--- config.mk ---
export PLATFORM = sky130hd
export DESIGN_NAME = alu_sequencer
export DESIGN_NICKNAME = d
export VERILOG_FILES = /design/src/rtl/alu_pkg.sv /design/src/rtl/alu_shift_step.sv /design/src/rtl/alu_sequencer.sv
export SDC_FILE = /design/constraint.sdc
export NUM_CORES = 1
export LEC_CHECK = 0
export CAP_MARGIN = 20
export CORE_ASPECT_RATIO = 2
export CORE_UTILIZATION = 65
export CTS_CLUSTER_DIAMETER = 150
export DETAILED_ROUTE_END_ITERATION = 8
export PLACE_DENSITY_LB_ADDON = 0.05
export SYNTH_ARGS = -nofsm -noshare
export SYNTH_HDL_FRONTEND = slang
export SYNTH_SLANG_ARGS = --single-unit
--- constraint.sdc ---
create_clock -name clk -period 14.9 [get_ports clk]
set_input_delay 2.235 -clock clk [delete_from_list [all_inputs] [get_ports clk]]
set_output_delay 2.235 -clock clk [all_outputs]
set_load 0.03 [all_outputs]
--- src/rtl/alu_pkg.sv ---
`default_nettype none
// ============================================================================
// alu_pkg: shared widths, opcodes, flag indices and sequencer states. Rev 1.0
// ============================================================================
package alu_pkg;

  localparam int W     = 20;
  localparam int HW    = 10;
  localparam int CW    = 5;
  localparam int Z_BIT = 0;
  localparam int S_BIT = 1;
  localparam int C_BIT = 2;

  typedef enum logic [4:0] {
    OP_NOP   = 5'd0,
    OP_NOT   = 5'd1,
    OP_AND   = 5'd2,
    OP_OR    = 5'd3,
    OP_XOR   = 5'd4,
    OP_SHL   = 5'd5,
    OP_SHR   = 5'd6,
    OP_ROL   = 5'd7,
    OP_ROR   = 5'd8,
    OP_INC   = 5'd9,
    OP_DEC   = 5'd10,
    OP_ADD   = 5'd11,
    OP_ADC   = 5'd12,
    OP_SUB   = 5'd13,
    OP_SBC   = 5'd14,
    OP_CMP   = 5'd15,
    OP_LDSR  = 5'd16,
    OP_XORSR = 5'd17
  } opcode_t;

  typedef enum logic [1:0] {
    ST_IDLE = 2'd0,
    ST_EXEC = 2'd1,
    ST_DONE = 2'd2
  } state_t;

  function automatic logic [W-1:0] width_mask(input logic md);
    return md ? {W{1'b1}} : {{(W-HW){1'b0}}, {HW{1'b1}}};
  endfunction

  function automatic logic active_msb(input logic [W-1:0] v, input logic md);
    return md ? v[W-1] : v[HW-1];
  endfunction

endpackage
`default_nettype wire

--- src/rtl/alu_shift_step.sv ---
`default_nettype none
// ============================================================================
// alu_shift_step: one-bit SHL/SHR/ROL/ROR within the active width. Rev 1.0
// ============================================================================
module alu_shift_step
  import alu_pkg::*;
(
  input  logic [W-1:0] value,
  input  logic         mode,
  input  logic [4:0]   op,
  output logic [W-1:0] step_next,
  output logic         shifted_out
);

  logic [W-1:0] mask;
  logic         msb;
  logic [W-1:0] wrap_top;

  always_comb begin
    mask     = width_mask(mode);
    msb      = active_msb(value, mode);
    // bit 0 re-enters at the active msb position for ROR
    wrap_top = mode ? {value[0], {(W-1){1'b0}}}
                    : {{(W-HW){1'b0}}, value[0], {(HW-1){1'b0}}};
    step_next   = value;
    shifted_out = 1'b0;
    case (opcode_t'(op))
      OP_SHL: begin
        step_next   = (value << 1) & mask;
        shifted_out = msb;
      end
      OP_SHR: begin
        step_next   = (value & mask) >> 1;
        shifted_out = value[0];
      end
      OP_ROL: begin
        step_next   = ((value << 1) | {{(W-1){1'b0}}, msb}) & mask;
        shifted_out = msb;
      end
      OP_ROR: begin
        step_next   = (((value & mask) >> 1) | wrap_top) & mask;
        shifted_out = value[0];
      end
      default: ;
    endcase
  end

endmodule
`default_nettype wire

--- src/rtl/alu_sequencer.sv ---
`default_nettype none
// ============================================================================
// alu_sequencer: multi-cycle 20-bit ALU controller owning the {C,S,Z} flags. Rev 1.0
// ============================================================================
module alu_sequencer
  import alu_pkg::*;
(
  input  logic         clk,
  input  logic         rst,
  input  logic         in_valid,
  output logic         in_ready,
  input  logic [4:0]   op,
  input  logic         mode,
  input  logic [W-1:0] a,
  input  logic [W-1:0] b,
  output logic         out_valid,
  input  logic         out_ready,
  output logic [W-1:0] result,
  output logic [2:0]   flags,
  output logic         busy
);

  state_t          state, state_n;
  logic [4:0]      op_r;
  logic            mode_r;
  logic [W-1:0]    a_r, b_r, work;
  logic [CW-1:0]   cnt;
  logic [W-1:0]    step_next;
  logic            step_out;
  logic            is_shift;
  logic [W-1:0]    res_c;
  logic [2:0]      flags_c;
  logic [W-1:0]    m, am, bm, v;
  logic [W:0]      add_w, sub_w;
  logic            add_c, sub_c, c, upd;

  function automatic logic [CW-1:0] clamp_count(input logic [CW-1:0] n, input logic md);
    logic [CW-1:0] lim;
    lim = md ? CW'(W-1) : CW'(HW-1);
    return (n > lim) ? lim : n;
  endfunction

  alu_shift_step u_step (
    .value       (work),
    .mode        (mode_r),
    .op          (op_r),
    .step_next   (step_next),
    .shifted_out (step_out)
  );

  assign is_shift  = (op_r >= OP_SHL) && (op_r <= OP_ROR);
  assign in_ready  = (state == ST_IDLE);
  assign out_valid = (state == ST_DONE);
  assign busy      = (state != ST_IDLE);

  always_ff @(posedge clk or posedge rst) begin
    if (rst) state <= ST_IDLE;
    else     state <= state_n;
  end

  always_comb begin
    state_n = state;
    case (state)
      ST_IDLE: if (in_valid) state_n = ST_EXEC;
      ST_EXEC: if (!is_shift || cnt <= CW'(1)) state_n = ST_DONE;
      ST_DONE: if (out_ready) state_n = ST_IDLE;
      default: state_n = ST_IDLE;
    endcase
  end

  // Carry/borrow is read one bit above the active msb of the extended sum.
  always_comb begin
    m     = width_mask(mode_r);
    am    = a_r & m;
    bm    = b_r & m;
    add_w = {1'b0, am} + {1'b0, (op_r == OP_INC) ? W'(1) : bm}
          + {{W{1'b0}}, (op_r == OP_ADC) & flags[C_BIT]};
    sub_w = {1'b0, am} - {1'b0, (op_r == OP_DEC) ? W'(1) : bm}
          - {{W{1'b0}}, (op_r == OP_SBC) & flags[C_BIT]};
    add_c = mode_r ? add_w[W] : add_w[HW];
    sub_c = mode_r ? sub_w[W] : sub_w[HW];

    v       = '0;
    c       = 1'b0;
    upd     = 1'b0;
    res_c   = '0;
    flags_c = flags;
    case (opcode_t'(op_r))
      OP_NOT: begin v = ~am;     upd = 1'b1; end
      OP_AND: begin v = am & bm; upd = 1'b1; end
      OP_OR:  begin v = am | bm; upd = 1'b1; end
      OP_XOR: begin v = am ^ bm; upd = 1'b1; end
      OP_SHL, OP_SHR, OP_ROL, OP_ROR: begin
        v   = (cnt == '0) ? work : step_next;
        c   = (cnt != '0) & step_out;
        upd = 1'b1;
      end
      OP_INC, OP_ADD, OP_ADC: begin v = add_w[W-1:0]; c = add_c; upd = 1'b1; end
      OP_DEC, OP_SUB, OP_SBC: begin v = sub_w[W-1:0]; c = sub_c; upd = 1'b1; end
      OP_CMP: begin
        res_c          = am;
        flags_c[Z_BIT] = ((sub_w[W-1:0] & m) == '0);
        flags_c[S_BIT] = active_msb(sub_w[W-1:0], mode_r);
        flags_c[C_BIT] = sub_c;
      end
      OP_LDSR: begin
        flags_c = a_r[2:0];
        res_c   = {{(W-3){1'b0}}, a_r[2:0]};
      end
      OP_XORSR: begin
        flags_c = flags ^ a_r[2:0];
        res_c   = {{(W-3){1'b0}}, flags ^ a_r[2:0]};
      end
      default: ;
    endcase
    if (upd) begin
      res_c          = v & m;
      flags_c[Z_BIT] = (res_c == '0);
      flags_c[S_BIT] = active_msb(res_c, mode_r);
      flags_c[C_BIT] = c;
    end
  end

  always_ff @(posedge clk or posedge rst) begin
    if (rst) begin
      op_r   <= '0;
      mode_r <= 1'b0;
      a_r    <= '0;
      b_r    <= '0;
      work   <= '0;
      cnt    <= '0;
      result <= '0;
      flags  <= '0;
    end else begin
      case (state)
        ST_IDLE: if (in_valid) begin
          op_r   <= op;
          mode_r <= mode;
          a_r    <= a;
          b_r    <= b;
          work   <= a & width_mask(mode);
          cnt    <= clamp_count(b[CW-1:0], mode);
        end
        ST_EXEC: begin
          if (is_shift && cnt > CW'(1)) begin
            work <= step_next;
            cnt  <= cnt - CW'(1);
          end
          if (state_n == ST_DONE) begin
            result <= res_c;
            flags  <= flags_c;
          end
        end
        default: ;
      endcase
    end
  end

endmodule
`default_nettype wire

==> metrics.txt, run 1 <==
Port Buffers between 70 and 80; total negative slack 0 ns; synthesis-stage register bit count 96; yosys warns 0; slowest cell delay on critical path 0.92 ns; Ports 76; synthesized instance count 1,239; # clock sinks 96; XOR/XNOR Fraction of Synth Area 0.0248; Max Fanout on Critical Path 26; RePlAce Congestion ~1.1; setup bufs post-CTS 0; hold crit path type reg -> reg; post-cts sizing count 0; measured slew at the worst slew-check pin approximately 1.1 ns; chip width ~90 um; Top Layer Used met4; Fmax ~0.17 GHz; asr flop ratio synth 1.00; R2R Setup Slk 9.00 ns; CORE AREA 14,400 um2; CP Capture Type flop; First-pass DRT Iterations 6; area delta synth->final 12.5%; Via Count 10,232; DRT iter0 DRCs 1,169; Fill cells 1,094; Hold Fails Final Rpt 0; Cell variety after synth 73; most frequent cells in the layout 141 x nand2_1, 125 x nor2_1, 103 x o21ai_0, 102 x ha_1, 98 x inv_1; Remaining DRCs 0; largest family of logic cells by synthesized area compound AO/OA/AOI/OAI gates; area share of and/or/nand/nor cells after synthesis 0.202; Skew-Pair Late Insertion Delay 0.37 ns; htree depth 3; row count 62; TritonCTS clock tree built; antenna cells 0; number of max-cap violations 0; post-DP HPWL 26,900 um; most common cell after layout, fill and taps aside nand2_1; Clock Tree Root clkbuf_16; Mapped Area 9520 um2; DR WL met2 17,000 um; status finished clean; drt wl/cell approximately 24 um; vias in the first global route 10,209; clock slew at reported path FFs 0.08 ns; Worst Path Required 15.20 ns; final net count 1,425; first-pass GRT wire length 55,300 um; clock skew 0.0111 ns; Routed Antenna Nets 0; Top FF cell, synth dfrtp_1; met1 WL 11,700 um; die area 15,200 um2; Synthesized Nets 1,395; min Tclk post-route 5.90 ns; cell breakdown of the critical path nor3b_1, nand2_1, nand2_1, fa_1, ha_1, or2_2, fa_1, nand2b_1, a2111oi_2, o31ai_1, xnor2_1, o21ai_0, a211oi_1, nand3b_1, or4_1, o21ai_1; GRT overflow 0; RSZ-0062 raised after global routing false; WP buf/inv 0; Synth Area in Compound Gates 0.267; relative slew slack 0.259; synthesized area per cell 7.69 um2; CP top delay family simple AND/OR/NAND/NOR gates; Hold-fix buffers, CTS 0; CTS max path bufs 2; Adder-Cell Fraction of Synth Area 0.142; critical path type reg -> reg; Hold Slack 0.480 ns; WL met3 3020 um; Post-synth EDFFs 0; antenna violations before repair 0; Initial Utilization 0.664; GRT Total Usage 0.489; final setup violating endpoints 0; DIE HEIGHT 173 um; CTS Buf Count 9; CP Launch Type flop; post-synthesis mux area share 0.0435; largest net degree at the start of global routing just under 70; Via density roughly 7; data arrival time of the worst path 6.20 ns; Slew Viols, Final 0; Post-Route WL approximately 35,000 um; Seq/Total Area, Yosys 0.252; Period Utilization, post-route 0.396; Critical-path top delay cell a2111oi_2; layout cells sized above 1 0.0651
-- synthesized netlist by cell type, types with 10 or more instances --
| cell type | instances | area, um2 |
|---|---|---|
| a22oi_1 | 19 | 143 |
| o22ai_1 | 12 | 75.1 |
| clkbuf_1 | 56 | 210 |
| nor2_1 | 126 | 473 |
| a21oi_1 | 78 | 390 |
| o21a_1 | 17 | 128 |
| and2_1 | 10 | 62.6 |
| nor3_1 | 18 | 90.1 |
| nand2b_1 | 12 | 75.1 |
| nand2_1 | 141 | 529 |
| a22o_1 | 16 | 140 |
| a31oi_1 | 23 | 144 |
| mux2_2 | 27 | 304 |
| a211oi_1 | 16 | 120 |
| a21o_1 | 12 | 90.1 |
| xnor2_1 | 18 | 158 |
| inv_1 | 99 | 372 |
| mux2i_1 | 11 | 110 |
| o21ai_0 | 103 | 515 |
| ha_1 | 102 | 1280 |
| nand3_1 | 29 | 145 |
| dfrtp_1 | 96 | 2400 |
| o211ai_1 | 19 | 143 |
-- worst register-to-register path, stage by stage (launching register included) --
cell and delay [ns]:
dfrtp_1 0.67, nor3b_1 0.65, nand2_1 0.15, nand2_1 0.11
fa_1 0.43, ha_1 0.21, or2_2 0.29, fa_1 0.47
nand2b_1 0.22, a2111oi_2 0.92, o31ai_1 0.19, xnor2_1 0.22
o21ai_0 0.11, a211oi_1 0.41, nand3b_1 0.13, or4_1 0.48
o21ai_1 0.16
-- registers in the layout, indices dropped and copies added (netlist names) --
name	flops
mode_r	1
state	2
work	20
b_r	20
flags	3
a_r	20
cnt	5
result	20
op_r	5
-- layout make-up --
| class | instances | area (um2) | share of cell area |
|---|---|---|---|
| multi-input cells | 972 | 6490 | 0.606 |
| flip-flops and latches | 96 | 2400 | 0.224 |
| clock inverters | 5 | 86.3 | 0.00806 |
| well taps | 192 | 240 | 0.0224 |
| repair buffers | 91 | 875 | 0.0816 |
| clock buffers | 11 | 243 | 0.0227 |
| inverters | 99 | 374 | 0.0349 |
-- final timing paths --
path	startpoint	to	cells after the start
max in group asynchronous	rst	result[10]	3
hold / removal	result[1]	result[1]	2
min in group asynchronous	rst	result[19]	2
setup / recovery	op_r[4]	flags[0]	16
setup reg to reg	op_r[4]	flags[0]	16
hold reg to reg	result[1]	result[1]	2
-- cell families after synthesis --
kind of cell             Yosys count
multiplexers                      38
AND/OR/NAND/NOR                  412
buffers and inverters            171
XOR/XNOR                          27
AO/OA/AOI/OAI                    389
flip-flops                        96
adder cells (fa/ha/maj)          106
-- metal layers --
metal | GRT usage | vias to the layer above
met5 | 0 | -
li1 | - | 4505
met2 | 0.798 | 700
met3 | 0.120 | 274
met1 | 0.513 | 4753
met4 | 0.412 | 0
-- per-stage QoR --
stage               setup WS (ns)  utilization  std cells  cell area [um2]
floorplan                    9.97            -       1239             9520
global placement             9.31        0.722       1448            10400
detailed placement           9.17        0.722       1448            10400
CTS                          9.13        0.745       1464            10700
global route                 8.65        0.746       1466            10700
finish                       9.00        0.746       1466            10700
Power of run 1 is left out: the tool's default activity adds up to more than one toggle a clock period on the data nets, which glitch-free logic cannot reach.
==> inputs of run 2 (changes only) <==
Settings changed: CORE_UTILIZATION 65 to 60.
Clock period 14.9 ns to 5.77 ns, I/O delays scaled along.
==> run 2 against run 1 <==
Effect of this change: worst setup slack worse by 8.5 ns; critical path type unchanged; hold slack better by 0.0031 ns; non-clock buffer count up 14; sequential share of layout area down 0.21 points; final area up 0.95%; register-to-register slack worse by 8.5 ns; highest routed layer unchanged; fmax up 12%; count of clock-buffer cells in the layout down 2; core utilization down 4.3 points.
==> metrics.txt, run 2 (synthesis results as in run 1) <==
Skew-Pair Late Insertion Delay 0.37 ns (about the same); Critical-path top delay cell dfrtp_1 (was a2111oi_2); Initial Utilization 0.619 (was 0.664); area delta synth->final 13.5% (was 12.5%); number of max-cap violations 0 (unchanged); CTS Buf Count 9 (unchanged); GRT Total Usage 0.426 (was 0.489); CP Launch Type flop (unchanged); slowest cell delay on critical path 0.67 ns (was 0.92 ns); critical path type reg -> reg (unchanged); Period Utilization, post-route 0.915 (was 0.396); post-DP HPWL 26,500 um (was 26,900 um); setup bufs post-CTS 0 (unchanged); Slew Viols, Final 0 (unchanged); Via Count 10,036 (was 10,232); Hold Fails Final Rpt 0 (unchanged); CP Capture Type flop (unchanged); total negative slack 0 ns (unchanged); RSZ-0062 raised after global routing false (unchanged); antenna violations before repair 0 (unchanged); DIE HEIGHT 180 um (was 173 um); hold crit path type reg -> reg (unchanged); final setup violating endpoints 0 (unchanged); TritonCTS clock tree built (unchanged); clock skew 0.0116 ns (was 0.0111 ns); Max Fanout on Critical Path 19 (was 26); Clock Tree Root clkbuf_16 (unchanged); RePlAce Congestion 1.05 (was 1.07); status finished clean (unchanged); Port Buffers 75 (unchanged); data arrival time of the worst path 5.58 ns (was 6.20 ns); min Tclk post-route 5.28 ns (was 5.90 ns); Remaining DRCs 0 (unchanged); drt wl/cell 23.1 um (was 24.2 um); die area 16,400 um2 (was 15,200 um2); chip width 91.1 um (was 87.6 um); largest net degree at the start of global routing 68 (was 69); Ports 76 (unchanged); CTS max path bufs 2 (unchanged); Worst Path Required 6.07 ns (was 15.20 ns); placement-stage cell area 10,500 um2 (was 10,400 um2); Routed Antenna Nets 0 (unchanged); most frequent cells in the layout 141 x nand2_1, 125 x nor2_1, 103 x o21ai_0, 102 x ha_1, 98 x inv_1 (unchanged); cell breakdown of the critical path nand2_1, nor2_1, nand2_1, nor2_1, fa_1, ha_1, or2_2, fa_1, nand2b_1, a2111oi_2, buf_4, nor2_1, xor2_1, a221o_1, a21oi_1, nand4b_1, or4_1, o21ai_1 (was nor3b_1, nand2_1, nand2_1, fa_1, ha_1, or2_2, fa_1, nand2b_1, a2111oi_2, o31ai_1, xnor2_1, o21ai_0, a211oi_1, nand3b_1, or4_1, o21ai_1); final net count 1,439 (was 1,425); antenna cells 0 (unchanged); GRT overflow 0 (unchanged); # clock sinks 96 (unchanged); row count 64 (was 62); Hold-fix buffers, CTS 0 (unchanged); Fmax 0.189 GHz (was 0.169 GHz); post-cts sizing count 0 (unchanged); First-pass DRT Iterations 7 (was 6); DRT iter0 DRCs 934 (was 1,169); most common cell after layout, fill and taps aside nand2_1 (unchanged); vias in the first global route 9,997 (was 10,209); Finished Core Util 0.703 (was 0.746); clock slew at reported path FFs 0.08 ns (about the same); measured slew at the worst slew-check pin 1.18 ns (was 1.11 ns); Post-Route WL 34,300 um (was 35,500 um); layout cells sized above 1 0.0761 (was 0.0651); htree depth 3 (unchanged); Finished Cell Area 10,800 um2 (was 10,700 um2); CORE AREA 15,400 um2 (was 14,400 um2); Fill cells 1,330 (was 1,094); relative slew slack 0.206 (was 0.259); first-pass GRT wire length 53,400 um (was 55,300 um); Via density 6.75 (was 6.98); CP dominant cell by count nor2_1
-- run 2: cell types whose count changed in the layout (fill, tap and decap cells not counted), sizes merged --
cell / before / now
buf: 16 / 30
bufinv: 2 / 1
clkbuf: 11 / 9
clkinv: 1 / 2
clkinvlp: 0 / 1
inv: 101 / 102
-- run 2: path summary, 6_finish.rpt --
| check | end | depth (start not counted) | startpoint | slack, ns |
|---|---|---|---|---|
| max reg2reg | flags[0] | 18 | op_r[3] | 0.49 |
| max | flags[0] | 18 | op_r[3] | 0.49 |
| max in group asynchronous | op_r[4] | 3 | rst | 3.69 |
| min reg2reg | result[5] | 2 | result[5] | 0.48 |
| min in group asynchronous | result[4] | 2 | rst | 1.01 |
| min | result[5] | 2 | result[5] | 0.48 |
-- run 2: stage by stage --
| step | worst slack (ns) | instances | hold WS (ns) |
|---|---|---|---|
| 3_5_place_dp | 0.579 | 1469 | 0.461 |
| 5_1_grt | 0.182 | 1486 | 0.517 |
| 3_3_place_gp | 0.655 | 1469 | 0.452 |
| 6_report | 0.489 | 1486 | 0.484 |
| 4_1_cts | 0.565 | 1485 | 0.486 |
| 2_1_floorplan | 0.844 | 1239 | 0.481 |
-- run 2: metal layers --
metal,part of all wire,GRT usage,vias up
met4,0.092,0.321,0
met1,0.35,0.449,4737
met5,0,0,-
li1,-,-,4539
met2,0.49,0.734,571
met3,0.075,0.0857,189
-- run 2: critical path, delay by kind of cell, from the launching register on --
family                     cells  cell delay [ns]
AOI/OAI and AO/OA              4             1.07
xor gates and xnor gates       1             0.18
adders and majority gates      3             1.16
buffers and inverters          1             0.22
DFF                            1             0.67
and+or+nand+nor                9             1.94
-- run 2: area by class of cell --
cell class                 instances  area (um2)  area share
multi-input combinational        972        6490       0.600
inverter                          99         374      0.0346
timing repair buffer             105         996      0.0921
clock buffer                       9         225      0.0208
tap                              198         248      0.0229
sequential                        96        2400       0.222
clock inverter                     7        76.3     0.00706
Power of run 2 is left out for the same reason.
